===== src/rtl/pt2272_pkg.sv =====
// pt2272_pkg: shared PT2272/PT2262 symbol codes, frame states and frame length
package pt2272_pkg;
  typedef enum logic [1:0] {
    SYM_0    = 2'b00,
    SYM_1    = 2'b11,
    SYM_F    = 2'b10,
    SYM_SYNC = 2'b01
  } pt2272_sym_t;
  typedef enum logic [1:0] {
    HUNT    = 2'd0,
    COLLECT = 2'd1,
    TAIL    = 2'd2
  } frame_state_t;
  localparam int FRAME_TRITS = 12;
endpackage


===== src/rtl/pt2272_frame_ctrl_if.sv =====
// pt2272_frame_ctrl_if: symbol strobe/sym/addr_i in, D/dv/vt/frame_err out; master drives symbols, slave is the controller
interface pt2272_frame_ctrl_if #(
  parameter int ADDR_TRITS = 8,
  parameter int DATA_BITS  = 4
);
  logic                    sym_valid;
  logic [1:0]              sym;
  logic [2*ADDR_TRITS-1:0] addr_i;
  logic [DATA_BITS-1:0]    D;
  logic                    dv;
  logic                    vt;
  logic                    frame_err;
  modport master (output sym_valid, sym, addr_i, input D, dv, vt, frame_err);
  modport slave (input sym_valid, sym, addr_i, output D, dv, vt, frame_err);
endinterface


===== src/rtl/pt2272_idle_timer.sv =====
// pt2272_idle_timer: saturating idle counter; clk/reset, clear restarts it, expired is high once TIMEOUT_CYCLES idle cycles have elapsed
module pt2272_idle_timer #(
  parameter int TIMEOUT_CYCLES = 1023
) (
  input  logic clk,
  input  logic reset,
  input  logic clear,
  output logic expired
);
  localparam int W = $clog2(TIMEOUT_CYCLES + 1);
  localparam logic [W-1:0] LIM = W'(TIMEOUT_CYCLES);
  logic [W-1:0] idle_cnt;
  always_ff @(posedge clk or posedge reset)
    if (reset) idle_cnt <= '0;
    else if (clear) idle_cnt <= '0;
    else if (idle_cnt != LIM) idle_cnt <= idle_cnt + 1'b1;
  assign expired = idle_cnt == LIM;
endmodule


===== src/rtl/pt2272_frame_ctrl.sv =====
// pt2272_frame_ctrl: assembles 12-trit frames from clk/reset + bus (sym_valid, sym, addr_i), confirms repeated frames and drives D/dv/vt/frame_err
module pt2272_frame_ctrl
  import pt2272_pkg::*;
#(
  parameter int ADDR_TRITS     = 8,
  parameter int DATA_BITS      = 4,
  parameter int CONFIRM_FRAMES = 2,
  parameter int TIMEOUT_CYCLES = 1023
) (
  input logic clk,
  input logic reset,
  pt2272_frame_ctrl_if.slave bus
);
  localparam int NT = ADDR_TRITS + DATA_BITS;
  localparam int TW = $clog2(NT + 1);
  localparam logic [TW-1:0] LAST = TW'(NT - 1);
  localparam logic [2:0] CONF = 3'(CONFIRM_FRAMES);
  localparam logic [1:0] ST_HUNT = HUNT;
  localparam logic [1:0] ST_COLLECT = COLLECT;
  localparam logic [1:0] ST_TAIL = TAIL;
  logic [1:0]           state;
  logic [TW-1:0]        trit_cnt;
  logic [2:0]           match_cnt;
  logic [2:0]           next_match;
  logic [2*NT-1:0]      frame_buf;
  logic [DATA_BITS-1:0] cand;
  logic [DATA_BITS-1:0] d_q;
  logic [DATA_BITS-1:0] data;
  logic                 dv_q;
  logic                 vt_q;
  logic                 err_q;
  logic                 expired;
  logic                 data_ok;
  logic                 frame_ok;
  logic                 restart;
  logic                 confirm;
  logic                 is_sync;
  pt2272_idle_timer #(.TIMEOUT_CYCLES(TIMEOUT_CYCLES)) u_idle (
    .clk     (clk),
    .reset   (reset),
    .clear   (bus.sym_valid),
    .expired (expired)
  );
  // A data trit is legal only as 00 or 11, so its low bit is the data value.
  always_comb begin
    data = '0;
    data_ok = 1'b1;
    for (int i = 0; i < DATA_BITS; i++) begin
      data[i] = frame_buf[2*(ADDR_TRITS+i)];
      data_ok = data_ok & (frame_buf[2*(ADDR_TRITS+i)] == frame_buf[2*(ADDR_TRITS+i)+1]);
    end
  end
  assign is_sync    = bus.sym == SYM_SYNC;
  assign frame_ok   = data_ok && frame_buf[2*ADDR_TRITS-1:0] == bus.addr_i;
  assign restart    = match_cnt == '0 || data != cand;
  assign next_match = restart ? 3'd1 : match_cnt == CONF ? CONF : match_cnt + 3'd1;
  // Restart counts as a fresh transition so CONFIRM_FRAMES=1 accepts every new value.
  assign confirm    = next_match == CONF && (restart || match_cnt != CONF);
  always_ff @(posedge clk or posedge reset) begin
    if (reset) begin
      state     <= ST_HUNT;
      trit_cnt  <= '0;
      match_cnt <= '0;
      frame_buf <= '0;
      cand      <= '0;
      d_q       <= '0;
      dv_q      <= 1'b0;
      vt_q      <= 1'b0;
      err_q     <= 1'b0;
    end else begin
      dv_q  <= 1'b0;
      err_q <= 1'b0;
      if (bus.sym_valid) begin
        if (state == ST_HUNT) begin
          if (is_sync) begin
            state    <= ST_COLLECT;
            trit_cnt <= '0;
          end
        end else if (state == ST_COLLECT) begin
          if (is_sync) begin
            err_q     <= 1'b1;
            match_cnt <= '0;
            trit_cnt  <= '0;
          end else begin
            frame_buf[{trit_cnt, 1'b0} +: 2] <= bus.sym;
            trit_cnt <= trit_cnt + 1'b1;
            if (trit_cnt == LAST) state <= ST_TAIL;
          end
        end else if (is_sync) begin
          state    <= ST_COLLECT;
          trit_cnt <= '0;
          if (!frame_ok) begin
            err_q     <= 1'b1;
            match_cnt <= '0;
          end else begin
            cand      <= data;
            match_cnt <= next_match;
            if (confirm) begin
              d_q  <= data;
              dv_q <= 1'b1;
              vt_q <= 1'b1;
            end
          end
        end else begin
          err_q     <= 1'b1;
          match_cnt <= '0;
          state     <= ST_HUNT;
        end
      end else if (expired) begin
        state     <= ST_HUNT;
        vt_q      <= 1'b0;
        match_cnt <= '0;
        trit_cnt  <= '0;
      end
    end
  end
  assign bus.D         = d_q;
  assign bus.dv        = dv_q;
  assign bus.vt        = vt_q;
  assign bus.frame_err = err_q;
endmodule


===== src/flat_wrapper.sv =====
// flat-port wrapper written by rule: the top's interface ports become plain ports
module pt2272_frame_ctrl_flat import pt2272_pkg::*;
#(
  parameter int ADDR_TRITS     = 8,
  parameter int DATA_BITS      = 4,
  parameter int CONFIRM_FRAMES = 2,
  parameter int TIMEOUT_CYCLES = 1023
)
  (clk, reset, bus_sym_valid, bus_sym, bus_addr_i, bus_D, bus_dv, bus_vt, bus_frame_err);
  pt2272_frame_ctrl_if #(.ADDR_TRITS(ADDR_TRITS), .DATA_BITS(DATA_BITS)) bus_i ();
  input logic clk;
  input logic reset;
  input wire logic [$bits(bus_i.sym_valid)-1:0] bus_sym_valid;
  input wire logic [$bits(bus_i.sym)-1:0] bus_sym;
  input wire logic [$bits(bus_i.addr_i)-1:0] bus_addr_i;
  output wire logic [$bits(bus_i.D)-1:0] bus_D;
  output wire logic [$bits(bus_i.dv)-1:0] bus_dv;
  output wire logic [$bits(bus_i.vt)-1:0] bus_vt;
  output wire logic [$bits(bus_i.frame_err)-1:0] bus_frame_err;
  assign bus_i.sym_valid = bus_sym_valid;
  assign bus_i.sym = bus_sym;
  assign bus_i.addr_i = bus_addr_i;
  assign bus_D = bus_i.D;
  assign bus_dv = bus_i.dv;
  assign bus_vt = bus_i.vt;
  assign bus_frame_err = bus_i.frame_err;
  pt2272_frame_ctrl #(.ADDR_TRITS(ADDR_TRITS), .DATA_BITS(DATA_BITS), .CONFIRM_FRAMES(CONFIRM_FRAMES), .TIMEOUT_CYCLES(TIMEOUT_CYCLES)) u_core (.clk(clk), .reset(reset), .bus(bus_i));
endmodule

===== config.mk =====
export PLATFORM = sky130hd
export DESIGN_NAME = pt2272_frame_ctrl_flat
export DESIGN_NICKNAME = d
export VERILOG_FILES = /design/src/rtl/pt2272_pkg.sv /design/src/rtl/pt2272_frame_ctrl_if.sv /design/src/rtl/pt2272_idle_timer.sv /design/src/rtl/pt2272_frame_ctrl.sv /design/src/flat_wrapper.sv
export SDC_FILE = /design/constraint.sdc
export NUM_CORES = 1
export LEC_CHECK = 0
export BUFFER_PORTS_ARGS = -buffer_cell sky130_fd_sc_hd__buf_2
export CORE_MARGIN = 10
export CORE_UTILIZATION = 55
export CTS_CLUSTER_SIZE = 12
export DETAILED_ROUTE_END_ITERATION = 10
export GPL_TIMING_DRIVEN = 0
export HOLD_SLACK_MARGIN = 0.12
export PLACE_DENSITY = 0.75
export SETUP_SLACK_MARGIN = 0.05
export SLEW_MARGIN = 0
export SYNTH_ARGS = -nofsm -noshare
export SYNTH_HDL_FRONTEND = slang
export SYNTH_HIERARCHICAL = 1
export SYNTH_SLANG_ARGS = --single-unit

===== constraint.sdc =====
create_clock -name clk -period 2.6 [get_ports clk]
set_input_delay 0.13 -clock clk [delete_from_list [all_inputs] [get_ports clk]]
set_output_delay 0.13 -clock clk [all_outputs]
set_load 0.01 [all_outputs]

After elaboration in Yosys (flattened, before gate mapping):

Index checks and enable logic that the tools add are counted.

* register bits after elaboration: 54
* bits of input ports: 21
* output and inout bits: 7
* word-level logic and storage cells: 104

* add/sub/neg operators: 4
* equal/unequal tests: 23
* shifts and indexed selects: 2
* multiplexer cells: 45
* bitwise operators: 6
* reduce and logical (&&, ||, !) cells: 14

Operator list (number)
* $mux W3: 9
* $bwmux W24: 1
* $mux W4: 6
* $shift A2 B7 Y24 const A: 1
* $shiftx A2 B7 Y24: 1
* $mux W1: 20
* $mux W10: 2
* $eq A16 B16 Y1: 1
* $mux W2: 7
* $reduce_and A6 Y1: 2
* $add A10 B1 Y10 const B: 1
* $eq A10 B10 Y1 const B: 1
* $ne A10 B10 Y1 const B: 1
* $ne A3 B2 Y1 const B: 3
* $reduce_and A4 Y1: 2
* $neg A5 Y7: 1
* $eq A3 B2 Y1 const B: 2
* $ne A2 B1 Y1 const B: 3
* $reduce_and A5 Y1: 1
* $add A4 B1 Y4 const B: 1
* $eq A1 B1 Y1: 4
* $eq A2 B1 Y1 const B: 2
* $eq A4 B4 Y1 const B: 1
* $ne A2 B2 Y1 const B: 2
* other kinds (12): 19

Depth between registers and ports, before layout:

* word-level depth: 11
* gate-level depth with buffers: 8

By module:

Netlist, hierarchy kept.

By module, submodules not included
* pt2272_frame_ctrl: times used 1, cells each 229, area each 2466.1 um^2, seq. area each 1101.1 um^2
* pt2272_idle_timer: times used 1, cells each 48, area each 526.8 um^2, seq. area each 250.2 um^2

Worst setup path after synthesis:

OpenSTA, ideal clock, no wires.

* path kind: register to register
* start: register u_core.trit_cnt[0]
* end: register u_core.frame_buf[16]
* setup time: 0.125 ns
* data arrival time: 1.771 ns
* data required time: 2.475 ns
* path slack: 0.704 ns
* stages on the path, launching flop included: 8
* buffers on the path: 0
* period minus slack after synthesis: 1.896 ns
* path through: dfrtp_1 inv_1 ha_1 nand2b_1 o22ai_1 and2_1 and3_1 mux2_2

* word-level cells in the longest chain between the ends: 3

RTL lines
* start, declared: RTL line pt2272_frame_ctrl.sv:22 `logic [TW-1:0] trit_cnt;`
* start signal, assigned: RTL line pt2272_frame_ctrl.sv:86 `trit_cnt <= trit_cnt + 1'b1;`
* $neg A5 Y7 *: RTL line pt2272_frame_ctrl.sv:85 `frame_buf[{trit_cnt, 1'b0} +: 2] <= bus.sym;`
* $shiftx A2 B7 Y24 or $shift A2 B7 Y24 (tied branches): RTL line pt2272_frame_ctrl.sv:85
* $bwmux W24 *: RTL line pt2272_frame_ctrl.sv:85
* end signal, assigned by index: RTL line pt2272_frame_ctrl.sv:85
* end, declared: RTL line pt2272_frame_ctrl.sv:25 `logic [2*NT-1:0] frame_buf;`

Every way passes the cells marked *; elsewhere a longest branch is shown, timed or not.
A chain may end at the register's enable or synchronous reset.

Worst setup path in the final report:

* start: register u_core.trit_cnt[0]
* end: register u_core.frame_buf[20]

Same word-level chain as after synthesis.

==> flow_results.xml <==
<?xml version="1.0" encoding="UTF-8"?>
<metrics>
  <group name="global_routing">
    <metric name="globalRouteTotalUtil" unit="%">14.1</metric>
    <metric name="grt_antenna_before_repair" unit="">0</metric>
    <metric name="grt_first_pass_wirelength" unit="µm">10200</metric>
    <metric name="grt_start_max_net_pins" unit="">40</metric>
    <metric name="grt_pass1_vias" unit="">2165</metric>
    <metric name="grt.overflow.total" unit="">0</metric>
  </group>
  <group name="worst_setup_path">
    <metric name="worst_path_max_delay_cell" unit="">sky130_fd_sc_hd__dfrtp_1</metric>
    <metric name="crit_path_max_incr_delay" unit="ns">0.55</metric>
    <metric name="worst-r2r-setup-slack" unit="ns">0.32</metric>
    <metric name="cp-end-kind" unit="">register</metric>
    <metric name="worstReg2RegEnd" unit="">u_core/frame_buf[20]$_DFFE_PP0P_</metric>
    <metric name="worstPathCellList" unit="">inv_1, ha_1, nor2_1, a21oi_1, o22ai_1, nand4_1, mux2_2</metric>
    <metric name="timing.critical_path.arrival" unit="ns">2.47</metric>
    <metric name="ff2ff_path_depth" unit="">7</metric>
    <metric name="critical_path_rt" unit="ns">2.79</metric>
    <metric name="sort_of_element_at_the_start_of_the_critical_path" unit="">register</metric>
    <metric name="worstReg2RegStart" unit="">u_core/trit_cnt[0]$_DFFE_PP0N_</metric>
    <metric name="setup.worst_path.class" unit="">register to register</metric>
    <metric name="cp-endpoint" unit="">u_core/frame_buf[20]$_DFFE_PP0P_</metric>
    <metric name="critical_path_maximum_fanout" unit="">10</metric>
    <metric name="timing.critical_path.from" unit="">u_core/trit_cnt[0]$_DFFE_PP0N_</metric>
  </group>
  <group name="sta">
    <metric name="finalClockSkew" unit="ns">0.00749</metric>
    <metric name="slew_headroom" unit="%">65.7</metric>
    <metric name="totalNegativeSetupSlack" unit="ns">0</metric>
    <metric name="measured_slew_at_the_worst_slew_check_pin" unit="ns">0.510</metric>
    <metric name="finalSetupViolCount" unit="">0</metric>
    <metric name="layout_min_cycle_time" unit="ns">2.28</metric>
    <metric name="unrepaired_setup_endpoints_after_global_routing" unit="">no</metric>
    <metric name="max_clock_freq" unit="MHz">438</metric>
    <metric name="min_period_over_period" unit="%">87.9</metric>
    <metric name="drv_slew" unit="">0</metric>
    <metric name="report.final.hold_viol_count" unit="">0</metric>
  </group>
  <group name="yosys">
    <metric name="synth_fp_nets" unit="">306</metric>
    <metric name="synthSimpleGateAreaFrac" unit="%">16.6</metric>
    <metric name="main_combinational_cell_family_by_area_after_synthesis" unit="">simple AND/OR/NAND/NOR gates</metric>
    <metric name="share_of_the_synthesized_area_in_compound_gates_ao_oa_aoi_oai" unit="%">10.2</metric>
    <metric name="synthArstFlopShare" unit="%">100</metric>
    <metric name="post-synth-top-count-cell" unit="">sky130_fd_sc_hd__dfrtp_1</metric>
    <metric name="netlist.top_cell.by_area" unit="">sky130_fd_sc_hd__dfrtp_1</metric>
    <metric name="post_synth.cell_area_avg" unit="µm²">10.8</metric>
    <metric name="synth_seq_area_share" unit="%">45.2</metric>
    <metric name="synth_flop_cell" unit="">sky130_fd_sc_hd__dfrtp_1</metric>
    <metric name="ys_warn_count" unit="">6</metric>
    <metric name="synth_top_area_share" unit="%">45.2</metric>
    <metric name="netlist_top_cells_area" unit="">sky130_fd_sc_hd__dfrtp_1, sky130_fd_sc_hd__mux2_2, sky130_fd_sc_hd__xnor2_1, sky130_fd_sc_hd__ha_1, sky130_fd_sc_hd__nand2_1</metric>
    <metric name="synth_enable_flop_cells" unit="">0</metric>
    <metric name="synth_adder_area_share" unit="%">3.34</metric>
    <metric name="synth.cell_area" unit="µm²">2990</metric>
    <metric name="postSynthRegisterBits" unit="">54</metric>
    <metric name="muxShareOfSynthArea" unit="%">12.8</metric>
    <metric name="synth_cell_type_count" unit="">49</metric>
    <metric name="post_synth_inst_count" unit="">277</metric>
    <metric name="synthTopCellsByCount" unit="">sky130_fd_sc_hd__dfrtp_1, sky130_fd_sc_hd__mux2_2, sky130_fd_sc_hd__xnor2_1</metric>
    <metric name="post_synth_xor_area_fraction" unit="%">8.19</metric>
  </group>
  <group name="cts">
    <metric name="clock_latency" unit="ns">0.30</metric>
    <metric name="ctsLongestPathBuffers" unit="">2</metric>
    <metric name="clkSlewWorstSetupHoldPaths" unit="ns">0.09</metric>
    <metric name="cts_tree" unit="">built</metric>
    <metric name="post-cts-setup-buffers" unit="">0</metric>
    <metric name="clock_sink_count" unit="">54</metric>
    <metric name="numCtsBuffers" unit="">5</metric>
    <metric name="htree_levels" unit="">2</metric>
    <metric name="post_cts_resize_count" unit="">0</metric>
    <metric name="clock_tree.root_cell" unit="">sky130_fd_sc_hd__clkbuf_8</metric>
    <metric name="cts_hold_buf" unit="">1</metric>
  </group>
  <group name="power_and_ir_drop">
    <metric name="clock_power_share" unit="%">31.1</metric>
    <metric name="power.combinational.fraction" unit="%">17.0</metric>
    <metric name="pwr-share-seq" unit="%">51.9</metric>
    <metric name="p_leak" unit="nW">1.56</metric>
    <metric name="power_switching_share" unit="%">27.0</metric>
    <metric name="total_switching_power" unit="W">0.000476</metric>
    <metric name="ir_drop" unit="V">0.000356</metric>
    <metric name="int_power" unit="W">0.00129</metric>
    <metric name="power.density_cell_area" unit="nW/µm²">527</metric>
  </group>
  <group name="worst_hold_path">
    <metric name="hold_path_class" unit="">primary input to register</metric>
  </group>
  <group name="final_layout">
    <metric name="antenna_fix_cells" unit="">0</metric>
    <metric name="final.fill_count" unit="">447</metric>
    <metric name="finish.instance_area" unit="µm²">3360</metric>
    <metric name="growth_of_design_area_from_synthesis_to_finish" unit="%">12.1</metric>
    <metric name="post-route-util" unit="%">64.5</metric>
    <metric name="nNetsFinal" unit="">342</metric>
    <metric name="final_layout_size_suffix_gt1_share" unit="%">27.7</metric>
  </group>
  <group name="floorplanning">
    <metric name="fp.dieArea" unit="µm²">8790</metric>
    <metric name="start_util" unit="%">57.5</metric>
    <metric name="die_height" unit="µm">93.8</metric>
    <metric name="coreArea" unit="µm²">5200</metric>
    <metric name="rows" unit="">26</metric>
    <metric name="top_level_ports" unit="">28</metric>
    <metric name="dieWidth" unit="µm">93.8</metric>
  </group>
  <group name="routing">
    <metric name="wirelength" unit="µm">5990</metric>
    <metric name="drc" unit="">0</metric>
    <metric name="route.antenna.remaining_nets" unit="">0</metric>
    <metric name="detail_route.vias_per_cell" unit="">5.51</metric>
    <metric name="drtIter0Drc" unit="">140</metric>
    <metric name="count_of_vias_placed_by_the_detailed_router" unit="">2115</metric>
    <metric name="wire_per_inst" unit="µm">15.6</metric>
    <metric name="drtPass1Iterations" unit="">4</metric>
  </group>
  <group name="placed_design">
    <metric name="port_buffers" unit="">27</metric>
    <metric name="detailed_place_hpwl" unit="µm">4580</metric>
    <metric name="detailed_place.area" unit="µm²">3240</metric>
    <metric name="place_congestion" unit="">0.863</metric>
  </group>
  <group name="run">
    <metric name="maxCapViolCount" unit="">0</metric>
  </group>
  <group name="run_status">
    <metric name="status" unit="">finished clean</metric>
  </group>
</metrics>
[layout make-up]
class / count / area [µm²] / area share [%]
multi-input cells: 201 / 1530 / 45.7
plain buffers: 7 / 52.6 / 1.57
flip-flops and latches: 54 / 1350 / 40.3
inverters: 15 / 56.3 / 1.68
clock buffers: 6 / 72.6 / 2.16
well taps: 70 / 87.6 / 2.61
clock inverters: 2 / 37.5 / 1.12
repair buffers: 29 / 165 / 4.92
[worst min path at each step]
stage	to	depth (start not counted)	from	slack [ns]
4_1_cts	u_core/bus.vt$_DFFE_PP0P_	3	bus_sym_valid	0.16
3_3_place_gp	u_core/u_idle/idle_cnt[7]$_DFFE_PP0P_	2	reset	0.15
3_5_place_dp	u_core/match_cnt[2]$_DFFE_PP0P_	2	reset	0.04
6_report	u_core/bus.vt$_DFFE_PP0P_	3	bus_sym_valid	0.17
5_1_grt	u_core/bus.vt$_DFFE_PP0P_	3	bus_sym_valid	0.19
2_1_floorplan	u_core/u_idle/idle_cnt[0]$_DFFE_PP0P_	1	reset	-0.03
[cells by family (layout without fill, tap and decap cells)]
kind of cell | count (synthesis) | in the layout
compound gates | 45 | 45
xor+xnor | 28 | 28
fa+ha+maj | 8 | 8
buf+inv | 22 | 59
flops | 54 | 54
mux | 33 | 33
simple gates | 87 | 87
[registers in the layout, summed over array words and instances, names as in the netlist]
name / count
u_core/bus.D: 4
u_core/bus.dv: 1
u_core/bus.frame_err: 1
u_core/bus.vt: 1
u_core/cand: 4
u_core/frame_buf: 24
u_core/match_cnt: 3
u_core/state: 2
u_core/trit_cnt: 4
u_core/u_idle/idle_cnt: 10
[power groups by stage]
| stage | clock (W) | combinational, W | sequential (W) |
|---|---|---|---|
| after floorplan | 0 | 0.000220 | 0.000924 |
| after global placement | 0 | 0.000285 | 0.000931 |
| after detailed placement | 0 | 0.000295 | 0.000934 |
| after CTS | 0.000569 | 0.000298 | 0.000917 |
| after global routing | 0.000594 | 0.000332 | 0.000924 |
| final | 0.000549 | 0.000300 | 0.000918 |
[worst max-delay path, delay by kind of cell (launching register included)]
family | cells | cell delay, ns
AOI/OAI and AO/OA | 2 | 0.43
adders and majority gates | 1 | 0.31
buffers and inverters | 1 | 0.11
DFF | 1 | 0.55
muxes | 1 | 0.32
and+or+nand+nor | 2 | 0.45
[cell usage in the layout, fill, tap and decap left out, types with 2 or more instances in the layout]
master / count
sky130_fd_sc_hd__or2_2: 2
sky130_fd_sc_hd__o31ai_1: 2
sky130_fd_sc_hd__nor2b_1: 2
sky130_fd_sc_hd__ha_1: 8
sky130_fd_sc_hd__mux2_2: 27
sky130_fd_sc_hd__nor4_1: 2
sky130_fd_sc_hd__xnor2_1: 22
sky130_fd_sc_hd__o21ai_0: 5
sky130_fd_sc_hd__nand4_1: 8
sky130_fd_sc_hd__a211oi_1: 3
sky130_fd_sc_hd__mux2_4: 4
sky130_fd_sc_hd__nand2_1: 17
sky130_fd_sc_hd__buf_2: 30
sky130_fd_sc_hd__o21bai_1: 2
sky130_fd_sc_hd__mux2i_1: 2
sky130_fd_sc_hd__and2_1: 3
sky130_fd_sc_hd__dfrtp_1: 54
sky130_fd_sc_hd__xor2_1: 6
sky130_fd_sc_hd__a22o_1: 2
sky130_fd_sc_hd__nor3_2: 3
sky130_fd_sc_hd__nor3_1: 7
sky130_fd_sc_hd__nand3_1: 9
sky130_fd_sc_hd__inv_1: 14
sky130_fd_sc_hd__o22ai_1: 8
sky130_fd_sc_hd__a21oi_1: 10
sky130_fd_sc_hd__clkbuf_8: 5
sky130_fd_sc_hd__a31oi_1: 4
sky130_fd_sc_hd__and4_1: 3
sky130_fd_sc_hd__nor2_1: 17
sky130_fd_sc_hd__a32o_1: 2
sky130_fd_sc_hd__nand2b_1: 3
sky130_fd_sc_hd__buf_6: 2
sky130_fd_sc_hd__and3_1: 2
sky130_fd_sc_hd__buf_4: 2
[routing by layer]
layer  GRT usage [%]  wire [µm]  vias to the layer above
li1                -          -                     1075
met3            2.88        225                        4
met4            3.80         31                        0
met2            22.8       2820                       30
met1            18.6       2910                     1006
met5               0          0                        -
[per-stage QoR]
stage / setup slack [ns] / hold slack [ns] / power, W / std cells
floorplan: 0.704 / -0.0298 / 0.00114 / 277
global placement: 0.448 / 0.146 / 0.00122 / 374
detailed placement: 0.403 / 0.0413 / 0.00123 / 375
CTS: 0.381 / 0.161 / 0.00178 / 384
global route: 0.169 / 0.188 / 0.00185 / 384
finish: 0.315 / 0.173 / 0.00177 / 384
Note: power is estimated with default switching activity, not from simulation.
